===== src/rtl/lzd_norm_pipe.sv =====
// Two-stage leading-zero/one detector and normaliser with valid/ready handshake.
// Optional: define LZNORM_TAG_EN to carry in_tag alongside each result.
module lzd_norm_pipe #(
    parameter  int unsigned WIDTH = 64,
    parameter  int unsigned TAG_W = 4,
    localparam int unsigned CW    = $clog2(WIDTH) + 1
) (
    input  logic             clk,
    input  logic             rst_n,
    input  logic             in_valid,
    output logic             in_ready,
    input  logic [WIDTH-1:0] in_data,
    input  logic             in_mode,
    input  logic [TAG_W-1:0] in_tag,
    output logic             out_valid,
    input  logic             out_ready,
    output logic [CW-1:0]    out_cnt,
    output logic             out_zero,
    output logic [WIDTH-1:0] out_norm,
    output logic [TAG_W-1:0] out_tag
);

    localparam int unsigned LW = $clog2(WIDTH);

    logic             s1_valid_q, s2_valid_q;
    logic             s1_adv, s2_adv;
    logic [WIDTH-1:0] s1_data_q, s2_norm_q;
    logic [CW-1:0]    s1_cnt_q, s2_cnt_q;
    logic             s2_zero_q;

    logic [WIDTH-1:0] scan;
    logic             top_v;
    logic [LW-1:0]    top_c;
    logic [CW-1:0]    cnt;

    // Leading-ones mode counts leading zeros of the complement.
    assign scan = in_mode ? ~in_data : in_data;

    // Level l holds WIDTH>>l nodes, each with an l-bit count of its 2^l-bit span.
    for (genvar l = 1; l <= LW; l++) begin : g_lvl
        localparam int unsigned N = WIDTH >> l;
        logic [N-1:0]        v;
        logic [N-1:0][l-1:0] c;
        for (genvar i = 0; i < N; i++) begin : g_node
            if (l == 1) begin : g_leaf
                assign v[i] = scan[2*i+1] | scan[2*i];
                assign c[i] = ~scan[2*i+1];
            end else begin : g_merge
                assign v[i] = g_lvl[l-1].v[2*i+1] | g_lvl[l-1].v[2*i];
                assign c[i] = g_lvl[l-1].v[2*i+1] ? {1'b0, g_lvl[l-1].c[2*i+1]}
                                                  : {1'b1, g_lvl[l-1].c[2*i]};
            end
        end
    end

    assign top_v = g_lvl[LW].v[0];
    assign top_c = g_lvl[LW].c[0];
    assign cnt   = top_v ? {1'b0, top_c} : CW'(WIDTH);

    assign s2_adv   = ~s2_valid_q | out_ready;
    assign s1_adv   = ~s1_valid_q | s2_adv;
    assign in_ready = s1_adv;

    always_ff @(posedge clk or negedge rst_n) begin
        if (!rst_n) begin
            s1_valid_q <= 1'b0;
            s2_valid_q <= 1'b0;
        end else begin
            if (s1_adv) s1_valid_q <= in_valid;
            if (s2_adv) s2_valid_q <= s1_valid_q;
        end
    end

    always_ff @(posedge clk or negedge rst_n) begin
        if (!rst_n) begin
            s1_data_q <= '0;
            s1_cnt_q  <= '0;
        end else if (in_valid && s1_adv) begin
            s1_data_q <= in_data;
            s1_cnt_q  <= cnt;
        end
    end

    // A count of WIDTH (MSB set) means no terminating digit; the shift then yields zero.
    always_ff @(posedge clk or negedge rst_n) begin
        if (!rst_n) begin
            s2_cnt_q  <= '0;
            s2_zero_q <= 1'b0;
            s2_norm_q <= '0;
        end else if (s1_valid_q && s2_adv) begin
            s2_cnt_q  <= s1_cnt_q;
            s2_zero_q <= s1_cnt_q[CW-1];
            s2_norm_q <= s1_data_q << s1_cnt_q;
        end
    end

`ifdef LZNORM_TAG_EN
    logic [TAG_W-1:0] s1_tag_q, s2_tag_q;

    always_ff @(posedge clk or negedge rst_n) begin
        if (!rst_n) begin
            s1_tag_q <= '0;
            s2_tag_q <= '0;
        end else begin
            if (in_valid && s1_adv)   s1_tag_q <= in_tag;
            if (s1_valid_q && s2_adv) s2_tag_q <= s1_tag_q;
        end
    end

    assign out_tag = s2_tag_q;
`else
    logic unused_tag;
    assign unused_tag = ^in_tag;
    assign out_tag    = '0;
`endif

    assign out_valid = s2_valid_q;
    assign out_cnt   = s2_cnt_q;
    assign out_zero  = s2_zero_q;
    assign out_norm  = s2_norm_q;

endmodule


===== config.mk =====
export PLATFORM = sky130hd
export DESIGN_NAME = lzd_norm_pipe
export DESIGN_NICKNAME = d
export VERILOG_FILES = /design/src/rtl/lzd_norm_pipe.sv
export SDC_FILE = /design/constraint.sdc
export NUM_CORES = 1
export LEC_CHECK = 0
export BUFFER_PORTS_ARGS = -buffer_cell sky130_fd_sc_hd__buf_2
export CORE_ASPECT_RATIO = 1.1
export CORE_MARGIN = 10
export CORE_UTILIZATION = 41
export CTS_BUF_LIST = sky130_fd_sc_hd__clkbuf_4 sky130_fd_sc_hd__clkbuf_8 sky130_fd_sc_hd__clkbuf_16
export DETAILED_ROUTE_END_ITERATION = 10
export PLACE_DENSITY_LB_ADDON = 0.25
export SETUP_SLACK_MARGIN = 0.3
export SLEW_MARGIN = 10
export SYNTH_ARGS = -nofsm -noshare
export SYNTH_HDL_FRONTEND = slang
export SYNTH_SLANG_ARGS = --single-unit

===== constraint.sdc =====
create_clock -name clk -period 6.2 [get_ports clk]
set_input_delay 0.62 -clock clk [delete_from_list [all_inputs] [get_ports clk]]
set_output_delay 0.62 -clock clk [all_outputs]
set_load 0.02 [all_outputs]

Word-level counts from Yosys, hierarchy flattened:

Cells that the tools add are included.

* register bits: 145
* bits in latches: 0
* memory bits (writable): 0
* ROM bits: 0
* bits of input ports: 73
* output and inout bits: 78
* word-level logic and storage cells: 143
* memories: 0

* add/subtract/negate cells: 0
* $mul: 0
* div/mod/pow operators: 0
* $lt $le $gt $ge: 0
* equality and inequality tests: 0
* shift operators: 1
* multiplexer cells: 33
* bitwise gates (word level): 100
* reduce and logical (&&, ||, !) cells: 2

Operator list (count)
* bitwise OR 1 bit: 65
* two-way mux 64 bit: 1
* inverter 64 bit: 1
* left shift 64 x 7 -> 64 bit: 1
* inverter 1 bit: 34
* two-way mux 2 bit: 16
* two-way mux 3 bit: 8
* two-way mux 4 bit: 4
* two-way mux 5 bit: 2
* two-way mux 7 bit: 1
* two-way mux 6 bit: 1
* logical AND 1 bit: 2

Depth between registers and ports, before layout:

Gate-level depths: netlist of the first run.

* depth after elaboration: 9
* gate-level depth with buffers: 10
* depth with buffers taken out: 6

Worst setup path after synthesis of the first run:

OpenSTA, ideal clock, no wires.

* path type: input -> register
* start point: input port in_data[27]
* end point: register s1_cnt_q[0]
* library setup time: 0.131 ns
* data arrival time: 2.214 ns
* required time: 6.069 ns
* setup slack: 3.855 ns
* stages: 6
* path buffers: 0
* path through: or4_1 -> o22a_2 -> nor4_4 -> o31ai_1 -> o311ai_1 -> nand3_1

* longest elaborated chain between the ends: 9
* elaborated cells on any way between the ends: 15
* those cells by class: 7 x mux; 8 x bitwise

Ends and longest elaborated chain
* from (decl): line 12 `input logic [WIDTH-1:0] in_data,`
* inverter 64 bit: line 37 `assign scan = in_mode ? ~in_data : in_data;`
* two-way mux 64 bit (*): line 37
* bitwise OR 1 bit / inverter 1 bit (equally long branches): line 46, 47
* two-way mux 2 bit / bitwise OR 1 bit (equally long branches): line 50, 49
* two-way mux 3 bit / bitwise OR 1 bit (equally long branches): line 50, 49
* two-way mux 4 bit / bitwise OR 1 bit (equally long branches): line 50, 49
* two-way mux 5 bit / bitwise OR 1 bit (equally long branches): line 50, 49
* two-way mux 6 bit / bitwise OR 1 bit (equally long branches): line 50, 49
* two-way mux 7 bit (*): line 58 `assign cnt = top_v ? {1'b0, top_c} : CW'(WIDTH);`
* to (signal assigned): line 80 `s1_cnt_q <= cnt;`
* to (decl): line 28 `logic [CW-1:0] s1_cnt_q, s2_cnt_q;`

Every way passes the cells marked *; elsewhere a longest branch is shown, timed or not.
A chain may end at the register's enable or synchronous reset.

Worst setup path in the final report of the first run:

* start point: register s1_cnt_q[0]
* end point: register s2_norm_q[59] (netlist: out_norm[59])

* longest elaborated chain between the ends: 1

Ends and longest elaborated chain
* left shift 64 x 7 -> 64 bit: line 93 `s2_norm_q <= s1_data_q << s1_cnt_q;`
* to (signal assigned): line 93
* to (decl): line 27 `logic [WIDTH-1:0] s1_data_q, s2_norm_q;`

No other way between the ends.

==> results of run 1 <==
through the flow:
stage	total power, W	util (%)	hold WS (ps)	setup slack [ps]
floorplan	0.00222	-	324	3860
global placement	0.00268	45.2	456	2840
detailed placement	0.00270	45.2	465	2810
CTS	0.00386	47.9	307	2790
global route	0.00404	47.9	330	2650
finish	0.00384	47.9	263	2800
cells in the final DEF, fill, tap and decap left out, types with 7 or more instances in the layout:
master	count
o211ai_1	21
clkbuf_16	17
buf_2	141
a22oi_1	20
or4_1	10
mux2i_1	47
nand2_1	143
inv_1	14
buf_4	15
nand3_1	29
o22a_1	7
dfrtp_1	141
nor2b_1	15
nand2b_1	17
o21ai_1	21
o21ai_0	42
mux2_2	82
nor2_1	52
nor3_1	22
a31oi_1	10
o22ai_1	16
a21oi_1	30
a221oi_1	8
o221ai_1	19
mux4_2	60
kinds of logic after synthesis:
family          after synthesis  synth area share (%)
compound gates              255                  17.6
buf+inv                      95                  4.36
flops                       144                  35.3
simple gates                327                  15.3
mux                         193                  27.4
other cells                   1                0.0368
final timing paths:
kind                                   from       endpoint  slack, ps  cells after the start
worst min-delay path                  rst_n     out_cnt[4]        260                      1
max in group asynchronous             rst_n  s1_data_q[15]       4720                      2
worst min register to register  out_norm[3]    out_norm[3]        470                      2
min in group clk                   in_valid     s1_valid_q        410                      2
worst max register to register  s1_cnt_q[0]   out_norm[59]       2800                      7
worst max-delay path            s1_cnt_q[0]   out_norm[59]       2800                      7
routing by layer:
metal	wire (µm)	up-vias	global-route usage, %
met5	7	-	0
met4	792	2	7.37
met3	2140	43	3.56
met2	14100	375	29.1
met1	14500	4374	28.4
li1	-	4113	-
critical path, stage by stage, from the launching register on:
cell	delay (ps)
dfrtp_4	750
buf_4	650
mux4_2	660
mux2_2	290
mux2i_1	280
o22ai_1	150
a21oi_1	340
nand3_1	110
state kept, by name, summed over array words and instances (netlist names):
| signal | cells |
|---|---|
| s1_cnt_q | 7 |
| s1_data_q | 64 |
| out_norm | 64 |
| s1_valid_q | 1 |
| out_cnt | 7 |
| out_valid | 1 |
power breakdown:
group          internal [W]  switching, W
Clock              0.000737      0.000418
Combinational      0.000570      0.000804
Sequential          0.00113      0.000180
final cells by class:
type | count | area (µm²)
well taps | 310 | 388
inverters | 16 | 60.1
repair buffers | 157 | 830
clock inverters | 12 | 208
clock buffers | 20 | 454
fillers | 2311 | 12700
flip-flops and latches | 144 | 3610
multi-input cells | 779 | 6180
==> summary.md, run 1 <==
| Metric | Value |
|---|---|
| Status | finished clean |
| Layout cells sized above 1 | 31.5% |
| Worst EP arrival | 3690 ps |
| Clk sink count | 144 |
| Final Cycle Share | 54.8% |
| Vias per inst | 6.19 |
| # IOs | 151 |
| Async set or reset register ratio after synthesis | 100% |
| Post-synth top cells | 144 x dfrtp_1, 144 x nand2_1, 82 x mux2_2 |
| Share of the synthesized area in the top cell type | 35.3% |
| Achievable frequency | 294 MHz |
| Max Root-Sink Buffers | 2 |
| WL final | 31600 µm |
| Fin cells | 1438 |
| Clk pin slew, worst setup/hold paths | 60 ps |
| Initial Utilization | 41.7% |
| Dpl hpwl | 23800 µm |
| EDFF count, synth | 0 |
| # Post-CTS Setup Buffers | 0 |
| Ranking of synthesized cells by area | dfrtp_1 35%, mux4_2 13%, mux2_2 9.1%, nand2_1 5.3%, mux2i_1 4.6% |
| Global-route wire length before repair | 49200 µm |
| Nature of the critical path startpoint | flop |
| Design area | 11700 µm² |
| Cts hold-fix bufs | 0 |
| H-tree depth | 4 |
| GP Congestion | 0.945 |
| CTS tree | yes |
| Global Route Usage Sum | 19.8% |
| RSZ-0062 raised after global routing | no |
| Seq/Total Area, Yosys | 35.3% |
| Syn_area_per_cell | 10.0 µm² |
| Core area | 24500 µm² |
| HP Class | input port to async pin |
| Area growth syn-to-layout | 15.0% |
| Data required, critical path | 6490 ps |
| Hold Vio Cnt, Final | 0 |
| Setup TNS | 0 ps |
| Gate Count Post-Synth | 1015 |
| Worst Setup End Kind | flop |
| Nets@finish | 1188 |
| Inserted Diodes | 0 |
| CTS Buf Count | 17 |
| DIE WIDTH | 170 µm |
| Synth Register Bits | 144 |
| Max cap viols | 0 |
| Cell Area, Synth | 10200 µm² |
| Largest net degree at the start of global routing | 92 |
| Slew HR | 15.8% |
| CP Max Fanout | 41 |
| DR iter-0 viols | 939 |
| Worst slew pin tran | 1250 ps |
| Top_reg_cell synth | dfrtp_1 |
| Yosys warning count | 0 |
| Worst VDD drop | 0.133 mV |
| Clk_skew | 7.19 ps |
| Pleak | 4.86 nW |
| Post-route antenna net violation count | 0 |
| Post-CTS Resized | 0 |
| Minimum clock period | 3400 ps |
| Library cells used by synthesis | 72 |
| Routed wire per std cell | 22.0 µm |
| Row count | 60 |
| Final setup fails | 0 |
| Initial antenna violation count | 1 |
| IO buf count | 142 |
| Vias post-DR | 8907 |
| Clock latency on the worst-skew pair | 420 ps |
| Drt pass-1 iters | 6 |
| Placed insts | 1406 |
| Max-slew violations | 0 |
| Congestion Overflow GR | 0 |
| Die ar. | 31600 µm² |
| DRC Markers | 0 |
| Die height | 185 µm |
| Post-DP Area | 11100 µm² |
| Clk root buf | clkbuf_16 |
| Largest area contributor in the netlist | dfrtp_1 |
| Vias in the first global route | 8325 |
| CP Class | flop to flop |
| Pwr/cell area | 328 nW/µm² |
Note: power is estimated with default switching activity, not from simulation.
==> run 2, diff against run 1 <==
clock period = 3.45 ns   (was 6.2 ns; I/O delays follow)
==> run 2 against run 1 <==
  * Via count increased by 0.57%
  * First-iteration DRC count decreased by 17%
  * Final cell count increased by 1.0%
  * Worst setup slack got worse by 2200 ps
  * Clock skew increased by 1.8 ps
  * Flip-flop and latch count unchanged
==> summary.md, run 2 (synthesized netlist as in run 1, its figures left out) <==
| Metric | Value |
|---|---|
| Status | finished clean (unchanged) |
| IO buf count | 142 (unchanged) |
| Minimum clock period | 2820 ps (was 3400 ps) |
| Clock latency on the worst-skew pair | 420 ps (about the same) |
| Max cap viols | 0 (unchanged) |
| Global Route Usage Sum | 20.4% (was 19.8%) |
| Vias per inst | 6.17 (was 6.19) |
| Clk network pwr share | 28.6% (was 30.0%) |
| WL final | 32100 µm (was 31600 µm) |
| Clk_skew | 9.03 ps (was 7.19 ps) |
| Die height | 185 µm (unchanged) |
| Dpl hpwl | 24600 µm (was 23800 µm) |
| CTS tree | yes (unchanged) |
| DRC Markers | 0 (unchanged) |
| HP Class | input port to flop (was input port to async pin) |
| Clk sink count | 144 (unchanged) |
| Core area | 24500 µm² (unchanged) |
| Power share of the sequential group | 34.7% (was 34.2%) |
| Gate power share | 36.8% (was 35.8%) |
| Clk root buf | clkbuf_16 (unchanged) |
| Sequential cell area | 3610 µm² (unchanged) |
| Row count | 60 (unchanged) |
| CP Class | flop to flop (unchanged) |
| Filler cells | 2311 (unchanged) |
| CTS Buf Count | 17 (unchanged) |
| Worst Setup End Kind | flop (unchanged) |
| Vias post-DR | 8958 (was 8907) |
| Drt pass-1 iters | 5 (was 6) |
| Area of the multi-input gates | 6170 µm² (was 6180 µm²) |
| Max Root-Sink Buffers | 2 (unchanged) |
| Max-slew violations | 0 (unchanged) |
| Global-route wire length before repair | 50800 µm (was 49200 µm) |
| Power Total | 0.00683 W (was 0.00384 W) |
| Post-route antenna net violation count | 0 (unchanged) |
| Hold Vio Cnt, Final | 0 (unchanged) |
| Final Cycle Share | 81.6% (was 54.8%) |
| Worst VDD drop | 0.241 mV (was 0.133 mV) |
| Final setup fails | 0 (unchanged) |
| GP Congestion | 0.962 (was 0.945) |
| Congestion Overflow GR | 0 (unchanged) |
| Initial Utilization | 41.7% (unchanged) |
| Leading cell type in the layout, fill and taps excluded | nand2_1 (unchanged) |
| Pwr/cell area | 576 nW/µm² (was 328 nW/µm²) |
| Worst slew pin tran | 1110 ps (was 1250 ps) |
| Achievable frequency | 355 MHz (was 294 MHz) |
| DIE WIDTH | 170 µm (unchanged) |
| Pint | 0.00432 W (was 0.00244 W) |
| Sw Ratio | 36.8% (was 36.5%) |
| Inserted Diodes | 0 (unchanged) |
| Post-CTS Resized | 0 (unchanged) |
| Slew HR | 25.0% (was 15.8%) |
| Routed wire per std cell | 22.1 µm (was 22.0 µm) |
| Vias in the first global route | 8685 (was 8325) |
| Area growth syn-to-layout | 16.3% (was 15.0%) |
| # IOs | 151 (unchanged) |
| RSZ-0062 raised after global routing | no (unchanged) |
| CP Max Fanout | 38 (was 41) |
| Worst EP arrival | 3100 ps (was 3690 ps) |
| H-tree depth | 4 (unchanged) |
| Largest net degree at the start of global routing | 80 (was 92) |
| Data required, critical path | 3730 ps (was 6490 ps) |
| Clk pin slew, worst setup/hold paths | 60 ps (about the same) |
| Nets@finish | 1204 (was 1188) |
| DR iter-0 viols | 784 (was 939) |
| Layout cells sized above 1 | 32.2% (was 31.5%) |
| Most frequent cells in the layout | 143 x nand2_1, 141 x buf_2, 141 x dfrtp_1 (unchanged) |
| Pleak | 4.93 nW (was 4.86 nW) |
| NetSw | 0.00251 W (was 0.00140 W) |
| Nature of the critical path startpoint | flop (unchanged) |
| Setup TNS | 0 ps (unchanged) |
| Initial antenna violation count | 0 (was 1) |
| Die ar. | 31600 µm² (unchanged) |
==> run 2: path summary, 6_finish.rpt <==
kind / from / slack (ps) / cells after the start / to
max: s1_cnt_q[1] / 630 / 7 / out_norm[59]
min: in_valid / 140 / 2 / s1_valid_q
max reg2reg: s1_cnt_q[1] / 630 / 7 / out_norm[59]
min reg2reg: out_norm[7] / 470 / 2 / out_norm[7]
max in group asynchronous: rst_n / 2130 / 3 / s1_data_q[27]
min in group asynchronous: rst_n / 490 / 2 / out_norm[56]
==> run 2: critical path, stage by stage (launching register included) <==
cell     delay (ps)
dfrtp_2         870
buf_4           300
mux4_2          370
mux2_2          290
mux2i_1         280
o22ai_1         150
a21oi_1         300
nand3_1         100
==> run 2: power by group through the flow <==
stage	sequential, W	combinational (W)	clock (W)
after global routing	0.00242	0.00271	0.00205
final	0.00237	0.00251	0.00195
after global placement	0.00239	0.00244	0
after detailed placement	0.00241	0.00247	0
after floorplan	0.00256	0.00142	0
after CTS	0.00238	0.00249	0.00198
==> run 2: what timing repair did <==
item                                   in CTS  in global routing
endpoints found under the hold margin      68                  0
setup endpoints to repair                   0                  1
hold buffers                                1                  0
buffers inserted                            0                  1
==> run 2: stage by stage <==
stage                     utilization (%)  setup WS [ps]  hold WS, ps  instances  cell area [µm²]
after floorplan                         -           1310         49.4       1018            10200
after global placement               45.8            560          390       1420            11200
after detailed placement             45.8            491          393       1420            11200
after CTS                            48.4            544          120       1452            11800
after global routing                 48.4            508          135       1453            11900
final                                48.4            634          136       1453            11900
==> run 2: final cells by class <==
type / count / share of cell area, %
tap: 310 / 3.27
clock inverter: 9 / 1.10
multi-input combinational: 779 / 52.1
inverter: 16 / 0.507
timing repair buffer: 173 / 8.45
sequential: 144 / 30.4
clock buffer: 22 / 4.17
==> run 2: routing by layer <==
layer  track usage, %  part of all wire (%)  vias to the layer above  wire length (µm)
li1                 -                     -                     4130                 -
met1             28.9                    46                     4404             14600
met2             30.4                    44                      376             14300
met3             3.73                   6.9                       48              2230
met4             7.87                   3.1                        0               980
met5                0                     0                        -                 0
